<file path="src/rtl/instruction_fetch_unit_if.sv">
// Fetch-stage bundle: hazard/redirect controls, instruction-memory port and IF/ID outputs.
// Perf counter signals exist only when IFETCH_PERF_CNT_EN is defined.
interface instruction_fetch_unit_if;
  logic        stall;
  logic        redirect;
  logic [31:0] redirect_pc;
  logic        imem_req;
  logic [31:0] imem_addr;
  logic        imem_ready;
  logic [31:0] imem_rdata;
  logic [31:0] instruction;
  logic [31:0] PCplus4;
  logic        if_valid;
`ifdef IFETCH_PERF_CNT_EN
  logic [31:0] perf_fetched;
  logic [31:0] perf_bubbles;

  modport master (
    input  stall, redirect, redirect_pc, imem_ready, imem_rdata,
    output imem_req, imem_addr, instruction, PCplus4, if_valid,
    output perf_fetched, perf_bubbles
  );
  modport slave (
    output stall, redirect, redirect_pc, imem_ready, imem_rdata,
    input  imem_req, imem_addr, instruction, PCplus4, if_valid,
    input  perf_fetched, perf_bubbles
  );
`else
  modport master (
    input  stall, redirect, redirect_pc, imem_ready, imem_rdata,
    output imem_req, imem_addr, instruction, PCplus4, if_valid
  );
  modport slave (
    output stall, redirect, redirect_pc, imem_ready, imem_rdata,
    input  imem_req, imem_addr, instruction, PCplus4, if_valid
  );
`endif
endinterface

</file>
<file path="src/rtl/instruction_fetch_unit.sv">
// MIPS IF stage: PC, single-outstanding imem read, skid buffer for stalls, NOP bubbles.
// Optional fetch/bubble counters enabled by defining IFETCH_PERF_CNT_EN.
module instruction_fetch_unit #(
  parameter logic [31:0] RESET_PC = 32'h00000000
) (
  input logic                      clk,
  input logic                      rst_n,
  instruction_fetch_unit_if.master bus
);

  typedef enum logic [1:0] {BOOT, REQ, HOLD} state_t;

  state_t      r_state;
  logic [31:0] r_pc;
  logic [31:0] r_buf_instr;
  logic [31:0] r_instruction;
  logic [31:0] r_pc_plus4;
  logic        r_if_valid;
  logic [31:0] w_pc_next;

  assign w_pc_next       = r_pc + 32'd4;
  assign bus.imem_req    = (r_state == REQ);
  assign bus.imem_addr   = r_pc;
  assign bus.instruction = r_instruction;
  assign bus.PCplus4     = r_pc_plus4;
  assign bus.if_valid    = r_if_valid;

  always_ff @(posedge clk or negedge rst_n) begin
    if (!rst_n) begin
      r_state       <= BOOT;
      r_pc          <= RESET_PC;
      r_buf_instr   <= 32'h0;
      r_instruction <= 32'h0;
      r_pc_plus4    <= 32'h0;
      r_if_valid    <= 1'b0;
    end else if (bus.redirect) begin
      // Redirect wins over stall; any returning word and the skid buffer are dropped
      r_pc          <= bus.redirect_pc;
      r_instruction <= 32'h0;
      r_if_valid    <= 1'b0;
      r_pc_plus4    <= bus.redirect_pc;
      r_state       <= REQ;
    end else begin
      case (r_state)
        BOOT: r_state <= REQ;
        REQ: begin
          if (bus.imem_ready) begin
            if (!bus.stall) begin
              r_instruction <= bus.imem_rdata;
              r_pc_plus4    <= w_pc_next;
              r_if_valid    <= 1'b1;
              r_pc          <= w_pc_next;
            end else begin
              // IF/ID is frozen, so park the word until the stall clears
              r_buf_instr <= bus.imem_rdata;
              r_state     <= HOLD;
            end
          end else if (!bus.stall) begin
            r_instruction <= 32'h0;
            r_if_valid    <= 1'b0;
          end
        end
        HOLD: begin
          if (!bus.stall) begin
            r_instruction <= r_buf_instr;
            r_pc_plus4    <= w_pc_next;
            r_if_valid    <= 1'b1;
            r_pc          <= w_pc_next;
            r_state       <= REQ;
          end
        end
        default: r_state <= BOOT;
      endcase
    end
  end

`ifdef IFETCH_PERF_CNT_EN
  logic        w_fetch_evt;
  logic        w_bubble_evt;
  logic [31:0] r_perf_fetched;
  logic [31:0] r_perf_bubbles;

  assign w_fetch_evt  = !bus.redirect && !bus.stall &&
                        (((r_state == REQ) && bus.imem_ready) || (r_state == HOLD));
  assign w_bubble_evt = bus.redirect ||
                        ((r_state == REQ) && !bus.imem_ready && !bus.stall);

  always_ff @(posedge clk or negedge rst_n) begin
    if (!rst_n) begin
      r_perf_fetched <= 32'h0;
      r_perf_bubbles <= 32'h0;
    end else begin
      if (w_fetch_evt)  r_perf_fetched <= r_perf_fetched + 32'd1;
      if (w_bubble_evt) r_perf_bubbles <= r_perf_bubbles + 32'd1;
    end
  end

  assign bus.perf_fetched = r_perf_fetched;
  assign bus.perf_bubbles = r_perf_bubbles;
`endif

endmodule

</file>
<file path="src/flat_wrapper.sv">
// flat-port wrapper written by rule: the top's interface ports become plain ports
module instruction_fetch_unit_flat 
#(
  parameter logic [31:0] RESET_PC = 32'h00000000
)
  (clk, rst_n, bus_stall, bus_redirect, bus_redirect_pc, bus_imem_ready, bus_imem_rdata, bus_imem_req, bus_imem_addr, bus_instruction, bus_PCplus4, bus_if_valid);
  instruction_fetch_unit_if bus_i ();
  input logic clk;
  input logic rst_n;
  input wire logic [$bits(bus_i.stall)-1:0] bus_stall;
  input wire logic [$bits(bus_i.redirect)-1:0] bus_redirect;
  input wire logic [$bits(bus_i.redirect_pc)-1:0] bus_redirect_pc;
  input wire logic [$bits(bus_i.imem_ready)-1:0] bus_imem_ready;
  input wire logic [$bits(bus_i.imem_rdata)-1:0] bus_imem_rdata;
  output wire logic [$bits(bus_i.imem_req)-1:0] bus_imem_req;
  output wire logic [$bits(bus_i.imem_addr)-1:0] bus_imem_addr;
  output wire logic [$bits(bus_i.instruction)-1:0] bus_instruction;
  output wire logic [$bits(bus_i.PCplus4)-1:0] bus_PCplus4;
  output wire logic [$bits(bus_i.if_valid)-1:0] bus_if_valid;
  assign bus_i.stall = bus_stall;
  assign bus_i.redirect = bus_redirect;
  assign bus_i.redirect_pc = bus_redirect_pc;
  assign bus_i.imem_ready = bus_imem_ready;
  assign bus_i.imem_rdata = bus_imem_rdata;
  assign bus_imem_req = bus_i.imem_req;
  assign bus_imem_addr = bus_i.imem_addr;
  assign bus_instruction = bus_i.instruction;
  assign bus_PCplus4 = bus_i.PCplus4;
  assign bus_if_valid = bus_i.if_valid;
  instruction_fetch_unit #(.RESET_PC(RESET_PC)) u_core (.clk(clk), .rst_n(rst_n), .bus(bus_i));
endmodule
</file>
<file path="config.mk">
export PLATFORM = sky130hd
export DESIGN_NAME = instruction_fetch_unit_flat
export DESIGN_NICKNAME = d
export VERILOG_FILES = /design/src/rtl/instruction_fetch_unit_if.sv /design/src/rtl/instruction_fetch_unit.sv /design/src/flat_wrapper.sv
export SDC_FILE = /design/constraint.sdc
export NUM_CORES = 1
export LEC_CHECK = 0
export BUFFER_PORTS_ARGS = -buffer_cell sky130_fd_sc_hd__buf_4
export CORE_MARGIN = 3
export CORE_UTILIZATION = 45
export DETAILED_ROUTE_END_ITERATION = 8
export PLACE_DENSITY_LB_ADDON = 0.1
export SYNTH_ARGS = -nofsm -noshare
export SYNTH_HDL_FRONTEND = slang
export SYNTH_SLANG_ARGS = --single-unit
</file>
<file path="constraint.sdc">
create_clock -name clk -period 4 [get_ports clk]
set_input_delay 0.8 -clock clk [delete_from_list [all_inputs] [get_ports clk]]
set_output_delay 0.8 -clock clk [all_outputs]
set_load 0.1 [all_outputs]
</file>
==> results.json <==
{
  "status": "completed",
  "p_total_mw": 3.331,
  "cp_max_fo": 20,
  "area.growth.synth_to_final_pct": 27.30,
  "yosysUniqueCellTypes": 51,
  "clk_latency_ps": 340,
  "r2r_start": "u_core.r_state[0]$_DFFE_PN0P_",
  "grt_use_total_pct": 20.57,
  "clock_path_buffers": 2,
  "nNetsFinal": 677,
  "clock.fmax_mhz": 359.5,
  "cp-start-kind": "flop",
  "gr-usage-met2_pct": 33.41,
  "synth_edf_count": 0,
  "vdd_drop_max_mv": 0.3023,
  "rows": 38,
  "hold_path.class": "reg -> reg",
  "initial_utilization_pct": 46.78,
  "crit_arrival_ps": 3020,
  "synth-async-reset-ratio_pct": 100.0,
  "io-pin-count": 167,
  "drt-pass1-iter-count": 5,
  "grt_busiest_layer": "met2",
  "synth.area.top_cells": "dfrtp_1 (49%), mux2_2 (8.1%), a32oi_1 (5.5%)",
  "drt-total-wl_um": 13160,
  "p_leak_nw": 2.851,
  "min_path_cells": 2,
  "use_met3_pct": 4.225,
  "setup_viol": 0,
  "min_period_over_period_pct": 69.53,
  "post_cts.repair.setup_buffers": 0,
  "cts_root_buf": "clkbuf_16",
  "p_per_area_nw_per_um2": 509.3,
  "core_area_sq_um": 10980,
  "num_vias": 4297,
  "hold_path_end": "u_core.bus.instruction[15]$_DFFE_PN0P_",
  "slew_violations": 0,
  "dieWidth_um": 112.9,
  "synth_area_sq_um": 5137,
  "drc": 0,
  "num-fill-cells": 912,
  "layout-drive-gt1-share_pct": 38.13,
  "cts_hold_repair.buffers": 0,
  "io_buffers": 166,
  "drv_cap": 0,
  "cts_htree_levels": 3,
  "synth_top_cell_area_share_pct": 49.20,
  "min_from": "u_core.bus.instruction[15]$_DFFE_PN0P_",
  "die_area_sq_um": 12740,
  "synth_most_common_cell": "dfrtp_1",
  "clk_pin_slew_ps": 70,
  "via_per_inst": 5.722,
  "avgSynthCellArea_sq_um": 10.46,
  "grt_pass1_wl_um": 21410,
  "yosys_most_used_dff": "dfrtp_1",
  "finalHoldViolations": 0,
  "fin_crit_ps": 2781,
  "seq_area_frac_synth_pct": 49.20,
  "slew_headroom_pct": 27.82,
  "rsz0062_at_grt": "false",
  "final_area_sq_um": 6540,
  "r2r_cells": 6,
  "worstSetupEndpointType": "flop",
  "ant_nets": 0,
  "grt_max_degree": 87,
  "grt_pass1_vias": 4105,
  "critPathKind": "reg -> reg",
  "yosys-top-cells-count": "dfrtp_1 (101), nand2_1 (55), o21ai_0 (43)",
  "routabilityCongestion": 0.8002,
  "rr_endpoint": "u_core.bus.instruction[19]$_DFFE_PN0P_",
  "clock_skew_ps": 9.168,
  "synth_cells": 491,
  "hpwl_um": 9232,
  "diodes": 0,
  "numCtsBuffers": 9,
  "clock-sinks": 101,
  "wl_per_cell_um": 17.52,
  "grt_antenna_before_repair": 0,
  "synthesis.nets": 561,
  "yosysTopAreaCell": "dfrtp_1",
  "ys.warnings.count": 0,
  "cts_tree": "yes",
  "setup_tns_ps": 0,
  "ys_seq_elements": 101,
  "postCtsResizedCells": 0,
  "first_iter_violations": 243,
  "r2r_slack_ps": 1220,
  "met1_usage_pct": 28.34,
  "die_y_um": 112.9,
  "worst_slew_pin_slew_ps": 1083,
  "cp.required_ps": 4240,
  "overflow": 0,
  "placed_area_sq_um": 6217
}
==> final cells by class <==
cell class | count | area, sq um | area share (%)
repair buffers | 171 | 1284 | 19.63
flip-flops and latches | 101 | 2527 | 38.65
clock buffers | 10 | 239.0 | 3.654
well taps | 140 | 175.2 | 2.678
clock inverters | 5 | 83.83 | 1.282
inverters | 2 | 7.507 | 0.1148
multi-input cells | 322 | 2223 | 34.00
==> routing by layer <==
| layer | vias up | part of all wire, % |
|---|---|---|
| li1 | 2048 | - |
| met1 | 2088 | 44 |
| met2 | 151 | 48 |
| met3 | 10 | 7.1 |
| met4 | 0 | 1.0 |
| met5 | - | 0 |
==> cell usage in the layout, fill, tap and decap left out, types with 9 or more instances in the layout <==
cell and count:
buf_4 171, dfrtp_1 101, nand2_1 55, o21ai_0 43, mux2_2 37, a32oi_1 32
nor2_1 18, a31oi_1 12, nand3_1 11, or4_1 11, clkbuf_16 9
==> critical path, cell delays in order, from the launching register on <==
cell and delay [ps]:
dfrtp_1 530, nand2b_1 600, buf_4 410, nor2_2 490, buf_4 350, a32oi_1 70
o21ai_0 210
==> registers in the layout, summed over array words and instances (netlist names) <==
name,flops
u_core.r_state,2
u_core.bus.instruction,32
u_core.bus.PCplus4,3
u_core.r_buf_instr,32
u_core.bus.imem_addr,31
u_core.bus.if_valid,1
==> report_power, final <==
part           leakage, nW  total, mW  switching [mW]  internal (mW)
sequential            1.24       1.27           0.117           1.16
combinational         1.46       1.11           0.831          0.276
clock                0.156      0.951           0.385          0.566
==> metrics by stage <==
stage | std cells | setup slack, ps | hold slack, ps | util [%]
after floorplan | 491 | 1338 | 481.4 | -
after global placement | 736 | 1265 | 468.2 | 56.61
after detailed placement | 736 | 1163 | 481.1 | 56.61
after CTS | 751 | 1193 | 496.6 | 59.55
after global routing | 751 | 973.4 | 520.4 | 59.55
final | 751 | 1219 | 487.7 | 59.55
==> worst max path at each step <==
stage	cells past startpoint	startpoint	end
floorplan	2	u_core.r_state[1]$_DFFE_PN0P_	bus_imem_req
global placement	5	bus_redirect	u_core.bus.instruction[15]$_DFFE_PN0P_
detailed placement	5	bus_redirect	u_core.bus.instruction[19]$_DFFE_PN0P_
CTS	6	u_core.r_state[0]$_DFFE_PN0P_	u_core.bus.instruction[19]$_DFFE_PN0P_
global route	6	u_core.r_state[1]$_DFFE_PN0P_	u_core.bus.instruction[19]$_DFFE_PN0P_
finish	6	u_core.r_state[0]$_DFFE_PN0P_	u_core.bus.instruction[19]$_DFFE_PN0P_
==> logic make-up after synthesis <==
kind of cell	after synthesis	synth area share (%)
AND/OR/NAND/NOR	144	15.20
AO/OA/AOI/OAI	131	17.88
flip-flops	101	49.20
buffers and inverters	68	7.793
multiplexers	39	8.500
XOR/XNOR	7	1.193
adder cells (fa/ha/maj)	1	0.2435
No activity file was read; power rests on OpenSTA's default activity.
